`config.mk`:
```
export PLATFORM = sky130hd
export DESIGN_NAME = instruction_fetch_stage_flat
export DESIGN_NICKNAME = d
export VERILOG_FILES = /design/src/rtl/instruction_fetch_stage_if.sv /design/src/rtl/instruction_fetch_stage.sv /design/src/flat_wrapper.sv
export SDC_FILE = /design/constraint.sdc
export NUM_CORES = 1
export LEC_CHECK = 0
export ABC_AREA = 1
export BUFFER_PORTS_ARGS = -buffer_cell sky130_fd_sc_hd__buf_2
export CAP_MARGIN = 30
export CORE_UTILIZATION = 50
export CTS_CLUSTER_DIAMETER = 100
export DETAILED_ROUTE_END_ITERATION = 16
export PLACE_DENSITY = 0.81
export SYNTH_ARGS = -nofsm -noshare
export SYNTH_HDL_FRONTEND = slang
export SYNTH_SLANG_ARGS = --single-unit
```
`constraint.sdc`:
```
create_clock -name clk -period 2.6 [get_ports clk]
set_clock_uncertainty 0.2 [all_clocks]
set_input_delay 0.52 -clock clk [delete_from_list [all_inputs] [get_ports clk]]
set_output_delay 0.52 -clock clk [all_outputs]
set_load 0.005 [all_outputs]
```
`src/rtl/instruction_fetch_stage_if.sv`:
```
// Fetch-stage bus: hazard/redirect controls and the IMEM word come in,
// the IMEM address and the IF/ID pipeline register go out.
interface instruction_fetch_stage_if;
  logic        stall;
  logic        flush;
  logic        branch_taken;
  logic [63:0] branch_target;
  logic [63:0] Inst_Address;
  logic [31:0] Instruction;
  logic [63:0] if_id_pc;
  logic [31:0] if_id_instruction;
  logic        if_id_valid;
  logic        halted;
  logic        misalign;
  logic [31:0] fetch_count;

  modport master (
    input  stall, flush, branch_taken, branch_target, Instruction,
    output Inst_Address, if_id_pc, if_id_instruction, if_id_valid,
           halted, misalign, fetch_count
  );

  modport slave (
    output stall, flush, branch_taken, branch_target, Instruction,
    input  Inst_Address, if_id_pc, if_id_instruction, if_id_valid,
           halted, misalign, fetch_count
  );
endinterface

```
`src/rtl/instruction_fetch_stage.sv`:
```
// Pipeline IF stage: owns the PC, fetches from IMEM and fills the IF/ID register.
// Define IF_MISALIGN_TRAP_EN to halt (sticky misalign flag) on unaligned redirects.
//
// state | meaning
// RUN   | fetching, PC advancing while in the populated IMEM range
// HALT  | PC ran off the end or trapped; bubbles until a redirect
module instruction_fetch_stage #(
  parameter logic [63:0] RESET_PC   = 64'd0,
  parameter int unsigned IMEM_BYTES = 96,
  parameter logic [31:0] NOP_WORD   = 32'h00000013
) (
  input  logic clk,
  input  logic reset,
  instruction_fetch_stage_if.master bus
);

  typedef enum logic [0:0] {S_RUN = 1'b0, S_HALT = 1'b1} state_t;

  localparam logic [63:0] LAST_PC = 64'(IMEM_BYTES) - 64'd4;

  state_t      state;
  logic [63:0] pc;
  logic [63:0] if_id_pc;
  logic [31:0] if_id_instruction;
  logic        if_id_valid;
  logic [31:0] fetch_count;
  logic        bad_target;
  logic        hold;
  logic [63:0] aligned_target;

  assign aligned_target = bus.branch_target & ~64'd3;

`ifdef IF_MISALIGN_TRAP_EN
  logic misalign_q;

  assign bad_target   = bus.branch_target[1:0] != 2'b00;
  assign bus.misalign = misalign_q;

  always_ff @(posedge clk) begin
    if (reset)
      misalign_q <= 1'b0;
    else if (bus.branch_taken && bad_target)
      misalign_q <= 1'b1;
  end
`else
  assign bad_target   = 1'b0;
  assign bus.misalign = 1'b0;
`endif

  // Only a stall in RUN without a redirect keeps IF/ID; everything else rewrites it.
  assign hold = (state == S_RUN) && !bus.branch_taken && bus.stall;

  always_ff @(posedge clk) begin
    if (reset) begin
      state             <= S_RUN;
      pc                <= RESET_PC;
      if_id_pc          <= 64'd0;
      if_id_instruction <= NOP_WORD;
      if_id_valid       <= 1'b0;
      fetch_count       <= 32'd0;
    end else begin
      if (!hold) begin
        if_id_pc          <= pc;
        if_id_instruction <= NOP_WORD;
        if_id_valid       <= 1'b0;
      end
      case (state)
        S_RUN: begin
          if (bus.branch_taken) begin
            if (bad_target) state <= S_HALT;
            else            pc    <= aligned_target;
          end else if (bus.stall) begin
            pc <= pc;
          end else if (pc > LAST_PC) begin
            state <= S_HALT;
          end else if (bus.flush) begin
            pc <= pc + 64'd4;
          end else begin
            if_id_instruction <= bus.Instruction;
            if_id_valid       <= 1'b1;
            pc                <= pc + 64'd4;
            fetch_count       <= fetch_count + 32'd1;
          end
        end
        S_HALT: begin
          if (bus.branch_taken && !bad_target) begin
            pc    <= aligned_target;
            state <= S_RUN;
          end
        end
        default: state <= S_HALT;
      endcase
    end
  end

  assign bus.Inst_Address      = pc;
  assign bus.if_id_pc          = if_id_pc;
  assign bus.if_id_instruction = if_id_instruction;
  assign bus.if_id_valid       = if_id_valid;
  assign bus.halted            = (state == S_HALT);
  assign bus.fetch_count       = fetch_count;

endmodule

```
`src/flat_wrapper.sv`:
```
// flat-port wrapper written by rule: the top's interface ports become plain ports
module instruction_fetch_stage_flat 
#(
  parameter logic [63:0] RESET_PC   = 64'd0,
  parameter int unsigned IMEM_BYTES = 96,
  parameter logic [31:0] NOP_WORD   = 32'h00000013
)
  (clk, reset, bus_stall, bus_flush, bus_branch_taken, bus_branch_target, bus_Instruction, bus_Inst_Address, bus_if_id_pc, bus_if_id_instruction, bus_if_id_valid, bus_halted, bus_misalign, bus_fetch_count);
  instruction_fetch_stage_if bus_i ();
  input  logic clk;
  input  logic reset;
  input wire logic [$bits(bus_i.stall)-1:0] bus_stall;
  input wire logic [$bits(bus_i.flush)-1:0] bus_flush;
  input wire logic [$bits(bus_i.branch_taken)-1:0] bus_branch_taken;
  input wire logic [$bits(bus_i.branch_target)-1:0] bus_branch_target;
  input wire logic [$bits(bus_i.Instruction)-1:0] bus_Instruction;
  output wire logic [$bits(bus_i.Inst_Address)-1:0] bus_Inst_Address;
  output wire logic [$bits(bus_i.if_id_pc)-1:0] bus_if_id_pc;
  output wire logic [$bits(bus_i.if_id_instruction)-1:0] bus_if_id_instruction;
  output wire logic [$bits(bus_i.if_id_valid)-1:0] bus_if_id_valid;
  output wire logic [$bits(bus_i.halted)-1:0] bus_halted;
  output wire logic [$bits(bus_i.misalign)-1:0] bus_misalign;
  output wire logic [$bits(bus_i.fetch_count)-1:0] bus_fetch_count;
  assign bus_i.stall = bus_stall;
  assign bus_i.flush = bus_flush;
  assign bus_i.branch_taken = bus_branch_taken;
  assign bus_i.branch_target = bus_branch_target;
  assign bus_i.Instruction = bus_Instruction;
  assign bus_Inst_Address = bus_i.Inst_Address;
  assign bus_if_id_pc = bus_i.if_id_pc;
  assign bus_if_id_instruction = bus_i.if_id_instruction;
  assign bus_if_id_valid = bus_i.if_id_valid;
  assign bus_halted = bus_i.halted;
  assign bus_misalign = bus_i.misalign;
  assign bus_fetch_count = bus_i.fetch_count;
  instruction_fetch_stage #(.RESET_PC(RESET_PC), .IMEM_BYTES(IMEM_BYTES), .NOP_WORD(NOP_WORD)) u_core (.clk(clk), .reset(reset), .bus(bus_i));
endmodule
```
==> results.cfg, run 1 <==
[pwr]
p_leak_uw = 0.004818
power_density_mw_per_mm2 = 603.1
ir_worst_vdd_mv = 0.4340

[worst_setup_path]
cp_max_fo = 59
critPathLaunch = u_core.bus.Inst_Address[2]
r2r-end = u_core.bus.fetch_count[16]
worstSetupPathType = reg2reg
arrival_ps = 2420
worst_setup_path_end_kind = register
critPathRequiredTime_ps = 2750
regToRegSetupSlack_ps = 330
cp-start-kind = register
worstSetupEndpoint = u_core.bus.fetch_count[16]
worstRegToRegCells = 11
r2r_start = u_core.bus.Inst_Address[2]

[timing]
finalCritPeriodShare_pct = 87.33
rsz0062_at_grt = no
max_freq_ghz = 0.4404
worst_pin_slew_ps = 777.3
hold_violations = 0
finalSetupTns_ps = 0
setup_viol = 0
slew_headroom_pct = 48.18
fin_crit_ps = 2270
report.final.slew_viol_count = 0

[clock_tree]
ctsResizeCount = 0
cts_tree = yes
cts.htree.levels = 4
numCtsBuffers = 17
clock-sinks = 190
cts-hold-fix-buffers = 0
cts_max_path_buffers = 2
clk_pin_slew_worst_paths_ps = 70
clkLatencyLatePin_ps = 430
post-cts-setup-buffers = 0
cts-root-buf = clkbuf_16

[floorplanning]
row_count = 46
fp.coreArea_mm2 = 0.01606
io-pin-count = 296
die_h_um = 130.9
start_util_pct = 51.72
dieWidth_um = 130.9
die-area_mm2 = 0.01713

[outcome]
status = finished, final reports clean

[placed_design]
gp_congestion = 0.8980
hpwl_um = 16850
port_buffers = 288

[synth]
syn_area_mm2 = 0.008305
yosysSeqAreaShare_pct = 45.80
synth_warnings = 0
syn_area_per_cell_um2 = 6.991
yosysUniqueCellTypes = 35
synthCells = 1188
ys_ff_latch = 190

[routing]
ant_nets = 0
drt_iter0_drc = 525
dr.pass1.iters = 5
viasPerCell = 5.183
num_vias = 8661
wirelength_um = 24160
drt-wirelength-per-cell_um = 14.46
post-route-drc-count = 0

[global_route]
grt_pass1_vias = 7467
grt_pass1_wl_um = 36870
overflow = 0
antenna_found_initial = 0
grt_max_degree = 87
gr-usage-all-layers_pct = 27.40

[cells_and_area]
antenna_cells = 0
drive_gt1_share_pct = 25.29
postLayoutCoreUtil_pct = 65.16
syn_to_final_growth_pct = 25.97
most-common-layout-cells = buf_2 (288), nand2_1 (287), nor2_1 (240), dfxtp_1 (190), a21oi_1 (103)
mostFrequentLayoutCell = buf_2
fin_nets = 1546

[flow_run]
maxCapViolCount = 0

[hold_path]
hold_class = in2reg
==> power by group <==
part | internal [µW] | total [µW] | leakage, µW | switching (µW)
combinational | 265 | 640 | 0.00299 | 374
clock | 1320 | 2530 | 0.000272 | 1210
sequential | 3030 | 3140 | 0.00155 | 108
total | 4620 | 6310 | 0.00482 | 1690
==> flip-flops by register name, indices dropped and copies added (netlist names) <==
signal / cells
u_core.bus.Inst_Address: 62
u_core.bus.fetch_count: 32
u_core.bus.halted: 1
u_core.bus.if_id_instruction: 32
u_core.bus.if_id_pc: 62
u_core.bus.if_id_valid: 1
==> metrics by stage <==
| stage | total power (µW) | area (µm²) | setup slack (ps) | hold slack (ps) | instances |
|---|---|---|---|---|---|
| after detailed placement | 3846 | 9883 | 311.1 | 252.1 | 1639 |
| after floorplan | 3533 | 8320 | 687.6 | 261.8 | 1192 |
| after global routing | 6581 | 10460 | 124.1 | 113.6 | 1671 |
| after global placement | 3826 | 9856 | 251.0 | 249.0 | 1638 |
| final | 6310 | 10460 | 329.5 | 113.6 | 1671 |
| after CTS | 6344 | 10460 | 301.3 | 99.16 | 1671 |
==> per-layer routing <==
metal	track usage, %	share of wire, %	wire [µm]	vias to the layer above
li1	-	-	-	4348
met1	32.50	40	9758	3915
met2	46.97	49	11830	337
met3	5.456	7.1	1714	61
met4	14.06	3.6	861	0
met5	0	0	0	-
==> worst max-delay path: stages, from the launching register on <==
cell	delay, ps
dfxtp_1	380
ha_1	260
nand2_1	110
nor2_1	60
nor2_1	110
nand2_1	70
nor2_2	220
nand2_2	110
nor2_4	110
buf_12	270
nand3_1	120
a21oi_1	150
==> worst min-delay path by stage <==
| stage | startpoint | endpoint | slack (ps) | depth (start not counted) |
|---|---|---|---|---|
| after floorplan | u_core.bus.if_id_instruction[10] | u_core.bus.if_id_instruction[10] | 260 | 2 |
| after global placement | u_core.bus.if_id_instruction[10] | u_core.bus.if_id_instruction[10] | 250 | 2 |
| after detailed placement | u_core.bus.if_id_instruction[14] | u_core.bus.if_id_instruction[14] | 250 | 2 |
| after CTS | bus_Instruction[1] | u_core.bus.if_id_instruction[1] | 100 | 3 |
| after global routing | bus_Instruction[21] | u_core.bus.if_id_instruction[21] | 110 | 3 |
| final | bus_Instruction[1] | u_core.bus.if_id_instruction[1] | 110 | 3 |
==> cell families after synthesis <==
logic type	count (synthesis)	share of synthesized area (%)
buffers and inverters	107	5.514
DFF	190	45.80
adders and majority gates	3	0.4520
xor gates and xnor gates	19	2.004
AOI/OAI and AO/OA	225	14.43
and+or+nand+nor	643	31.76
other	1	0.04515
==> cells in the mapped netlist <==
cell type  count  area (µm²)
a21oi_1      103       515.5
nor2_4         3       33.78
nand2_2       12       75.07
o21a_1         1       7.510
inv_2          1       3.750
o31ai_1        1       7.510
o21ai_1        1       5.000
clkinv_1       1       3.750
o21ai_0       96       480.5
a211oi_1       1       7.510
a22oi_1        7       52.55
clkbuf_1      47       176.4
buf_2         15       75.07
a311oi_1       1       8.760
o22ai_1        3       18.77
a21oi_2       10       87.58
buf_8          1       15.01
nor3_1         6       30.03
conb_1         1       3.750
nand2_1      287        1077
nand3_2        1       10.01
dfxtp_1      190        3804
ha_1           3       37.54
nor2_1       240       900.9
nand3_1       76       380.4
buf_6          1       11.26
buf_4          5       37.54
nand4_1        2       12.51
o21bai_1       1       7.510
xnor2_1        5       43.79
buf_1          5       18.77
nor2_2         2       12.51
inv_1         31       116.4
nand3b_1      14       105.1
xor2_1        14       122.6
==> final cells by class <==
class | instances | area (µm²)
clock inverter | 13 | 126.4
clock buffer | 19 | 452.9
sequential | 190 | 3804
tap | 216 | 270.3
timing repair buffer | 305 | 1627
multi-input combinational | 895 | 4059
inverter | 33 | 123.9
fill | 1415 | 5595
No activity file was read; power rests on OpenSTA's default activity.
==> inputs of run 2 (changes only) <==
BUFFER_PORTS_ARGS = default   (was -buffer_cell sky130_fd_sc_hd__buf_2)
DONT_BUFFER_PORTS = 1   (was default)
PLACE_DENSITY = 0.66   (was 0.81)
clock period = 2.35 ns   (was 2.6 ns; I/O delays follow)
==> results.cfg, run 2 (synthesized netlist as in run 1, its figures left out) <==
[routing]
post-route-drc-count = 0
drt_iter0_drc = 531
ant_nets = 0
num_vias = 7990
wirelength_um = 24710
viasPerCell = 5.384
dr.pass1.iters = 7
drt-wirelength-per-cell_um = 16.65

[timing]
fin_crit_ps = 2195
hold_violations = 0
slew_headroom_pct = 63.01
max_freq_ghz = 0.4555
setup_viol = 0
finalCritPeriodShare_pct = 93.42
worst_pin_slew_ps = 554.8
report.final.slew_viol_count = 0
hold_ws_ps = 20.21

[worst_setup_path]
critPathRequiredTime_ps = 2510
worst_setup_path_end_kind = register
worstSetupPathType = reg2reg
cp-start-kind = register
regToRegSetupSlack_ps = 150
worstRegToRegCells = 11
cp_max_fo = 29
arrival_ps = 2360

[floorplanning]
io-pin-count = 296
dieWidth_um = 130.9
die-area_mm2 = 0.01713
die_h_um = 130.9
start_util_pct = 51.72
fp.coreArea_mm2 = 0.01606
row_count = 46

[cells_and_area]
antenna_cells = 0
drive_gt1_share_pct = 8.991
mostFrequentLayoutCell = nand2_1
fin_nets = 1360
most-common-layout-cells = nand2_1 (286), nor2_1 (240), dfxtp_1 (190), a21oi_1 (103), o21ai_0 (96)
syn_to_final_growth_pct = 20.44

[hold_path]
hold_class = in2reg
hold_depth = 2

[clock_tree]
clkLatencyLatePin_ps = 440
clk_pin_slew_worst_paths_ps = 70
cts-root-buf = clkbuf_16
numCtsBuffers = 17
cts.htree.levels = 4
clock-sinks = 190
cts_max_path_buffers = 2
cts_tree = yes

[global_route]
grt_pass1_vias = 7119
gr-usage-all-layers_pct = 27.91
grt_pass1_wl_um = 36920
overflow = 0
antenna_found_initial = 0
grt_max_degree = 87

[pwr]
power_density_mw_per_mm2 = 688.2
p_leak_uw = 0.003915
power_uw = 6884
ir_worst_vdd_mv = 0.4886

[outcome]
status = finished, final reports clean

[placed_design]
hpwl_um = 16250
gp_congestion = 0.9317
port_buffers = 0

[flow_run]
maxCapViolCount = 0
## run 2: area by class of cell
| cell class | instances | area [µm²] |
|---|---|---|
| sequential | 190 | 3804 |
| clock buffer | 17 | 425.4 |
| timing repair buffer | 119 | 1182 |
| tap | 216 | 270.3 |
| inverter | 33 | 127.6 |
| clock inverter | 14 | 127.6 |
| fill | 1437 | 6055 |
| multi-input combinational | 895 | 4066 |
## run 2: worst paths after layout
| path | from | endpoint |
|---|---|---|
| worst min-delay path | bus_branch_target[32] | u_core.bus.Inst_Address[32] |
| worst min register to register | u_core.bus.if_id_instruction[10] | u_core.bus.if_id_instruction[10] |
| worst max register to register | u_core.bus.Inst_Address[2] | u_core.bus.if_id_instruction[6] |
| worst max-delay path | u_core.bus.Inst_Address[2] | u_core.bus.if_id_instruction[6] |
## run 2: power by group
part / total, µW / leakage [µW] / internal, µW / switching [µW]
Combinational: 670 / 0.00209 / 278 / 392
Clock: 2740 / 0.000269 / 1390 / 1350
Sequential: 3480 / 0.00155 / 3360 / 122
## run 2: worst max-delay path, cell delays in order (launching register included)
cell and delay, ps:
dfxtp_1 360, ha_1 250, nand2_1 120, nor2_1 80
nor2_1 80, nand2_1 60, nor2_2 210, nand2_2 100
nor2_4 170, clkbuf_16 260, nand2_1 80, a21oi_1 140
## run 2: repair_timing
action / 4_1_cts / 5_1_grt
gates resized for setup: 0 / 4
setup endpoints to repair: 0 / 14
hold buffers: 71 / 0
buffers inserted: 0 / 1
endpoints found under the hold margin: 102 / 0
## run 2: layer usage
layer,routed length [µm],up-vias,GRT usage [%]
li1,-,3979,-
met1,10140,3664,33.43
met5,0,-,0
met4,557,0,10.14
met3,2093,36,8.469
met2,11930,311,47.12
## run 2: through the flow
step / util [%] / setup TNS [ps] / setup WS (ps) / std cells / instance area, µm²
floorplan: - / 0 / 437.6 / 1192 / 8320
global placement: 53.96 / 0 / 168.9 / 1380 / 8665
detailed placement: 53.96 / 0 / 104.4 / 1380 / 8665
CTS: 62.00 / 0 / 87.56 / 1482 / 9956
global route: 62.30 / -0.6983 / -0.6983 / 1484 / 10000
finish: 62.30 / 0 / 154.7 / 1484 / 10000
==> inputs of run 3 (changes only) <==
RECOVER_POWER = 50   (was default)
==> results.cfg, run 3 (synthesized netlist as in run 1, its figures left out) <==
[outcome]
status = finished, final reports clean

[routing]
ant_nets = 0
viasPerCell = 5.379
drt_iter0_drc = 532
dr_wl_met2_um = 11960
dr.pass1.iters = 5
post-route-drc-count = 0
num_vias = 7983
top_layer = met4
drt-wirelength-per-cell_um = 16.61
wl_met3_um = 2106
drt-met1-wl_um = 10040
wirelength_um = 24650

[global_route]
grt_max_degree = 87
gr-usage-all-layers_pct = 27.91
grt_pass1_vias = 7119
overflow = 0
grt_pass1_wl_um = 36920
antenna_found_initial = 0

[placed_design]
port_buffers = 0
dpl.cell_count = 1380
post-place-ws_ps = 104.4
hpwl_um = 16250
gp_congestion = 0.9317

[timing]
finalSetupTns_ps = 0
max_freq_ghz = 0.4568
finalCritPeriodShare_pct = 93.15
slew_headroom_pct = 27.48
worst_pin_slew_ps = 1088
setup_viol = 0
fin_crit_ps = 2189
report.final.slew_viol_count = 0
hold_ws_ps = 23.00
postLayoutSetupSlackWorst_ps = 161.0
hold_violations = 0

[clock_tree]
clock-sinks = 190
cts_max_path_buffers = 2
clk_pin_slew_worst_paths_ps = 70
cts.htree.levels = 4
clkLatencyLatePin_ps = 430
cts_tree = yes
cts-root-buf = clkbuf_16
numCtsBuffers = 17

[worst_setup_path]
worstSetupPathType = reg2reg
cp_cell_sequence = ha_1 -> nand2_1 -> nor2_1 -> nor2_1 -> nand2_1 -> nor2_2 -> nand2_2 -> nor2_4 -> clkbuf_16 -> nand2_1 -> a21oi_1
crit_path_frequent_cell = nand2_1
slowest_stage = dfxtp_1
max_stage_delay_ps = 360
cp-start-kind = register
critPathRequiredTime_ps = 2510
cp_max_fo = 29
worst_setup_path_end_kind = register
arrival_ps = 2350

[cells_and_area]
instances_no_fill = 1484
fin_nets = 1360
antenna_cells = 0
most-common-layout-cells = nand2_1 (286), nor2_1 (241), dfxtp_1 (190), a21oi_1 (103), o21ai_0 (96)
syn_to_final_growth_pct = 19.33
mostFrequentLayoutCell = nand2_1
drive_gt1_share_pct = 7.019

[floorplanning]
fp.coreArea_mm2 = 0.01606
die_h_um = 130.9
start_util_pct = 51.72
io-pin-count = 296
dieWidth_um = 130.9
die-area_mm2 = 0.01713
row_count = 46

[pwr]
ir_worst_vdd_mv = 0.4833
p_leak_uw = 0.003826
power_uw = 6860
power_density_mw_per_mm2 = 692.2

[hold_path]
hold_class = in2reg

[flow_run]
maxCapViolCount = 0
run 3: metrics by stage:
stage                     cell area (µm²)  util, %
after floorplan                      8320        -
after global placement               8665    53.96
after detailed placement             8665    53.96
after CTS                            9956    62.00
after global routing                 9911    61.72
final                                9911    61.72
run 3: path summary, 6_finish.rpt:
path | startpoint | to | slack (ps) | depth (start not counted)
min reg2reg | u_core.bus.if_id_instruction[10] | u_core.bus.if_id_instruction[10] | 290 | 2
max | u_core.bus.Inst_Address[2] | u_core.bus.if_id_instruction[6] | 160 | 11
min | bus_branch_target[32] | u_core.bus.Inst_Address[32] | 20 | 2
max reg2reg | u_core.bus.Inst_Address[2] | u_core.bus.if_id_instruction[6] | 160 | 11
run 3: timing repair:
action,CTS,global route
hold endpoints to repair,102,0
setup buffers,0,1
endpoints found under the setup margin,0,14
resized for setup,0,4
hold buffers,71,0
run 3: per-layer routing:
metal,up-vias,track usage [%]
li1,3979,-
met1,3659,33.43
met2,302,47.12
met3,43,8.469
met4,0,10.14
met5,-,0
run 3: layout make-up:
type	count	area (µm²)
clock inverter	14	127.6
inverter	33	127.6
multi-input combinational	895	4059
timing repair buffer	119	1097
fill	1451	6147
sequential	190	3804
tap	216	270.3
clock buffer	17	425.4
run 3: worst max-delay path, delay by kind of cell, from the launching register on:
| family | cells | cell delay (ps) |
|---|---|---|
| buffers and inverters | 1 | 260 |
| adders and majority gates | 1 | 250 |
| AOI/OAI and AO/OA | 1 | 140 |
| DFF | 1 | 360 |
| and+or+nand+nor | 8 | 900 |
run 3: power breakdown:
part | switching (µW) | internal, µW | total (µW)
logic | 390 | 257 | 647
clock network | 1350 | 1390 | 2740
registers | 121 | 3360 | 3480
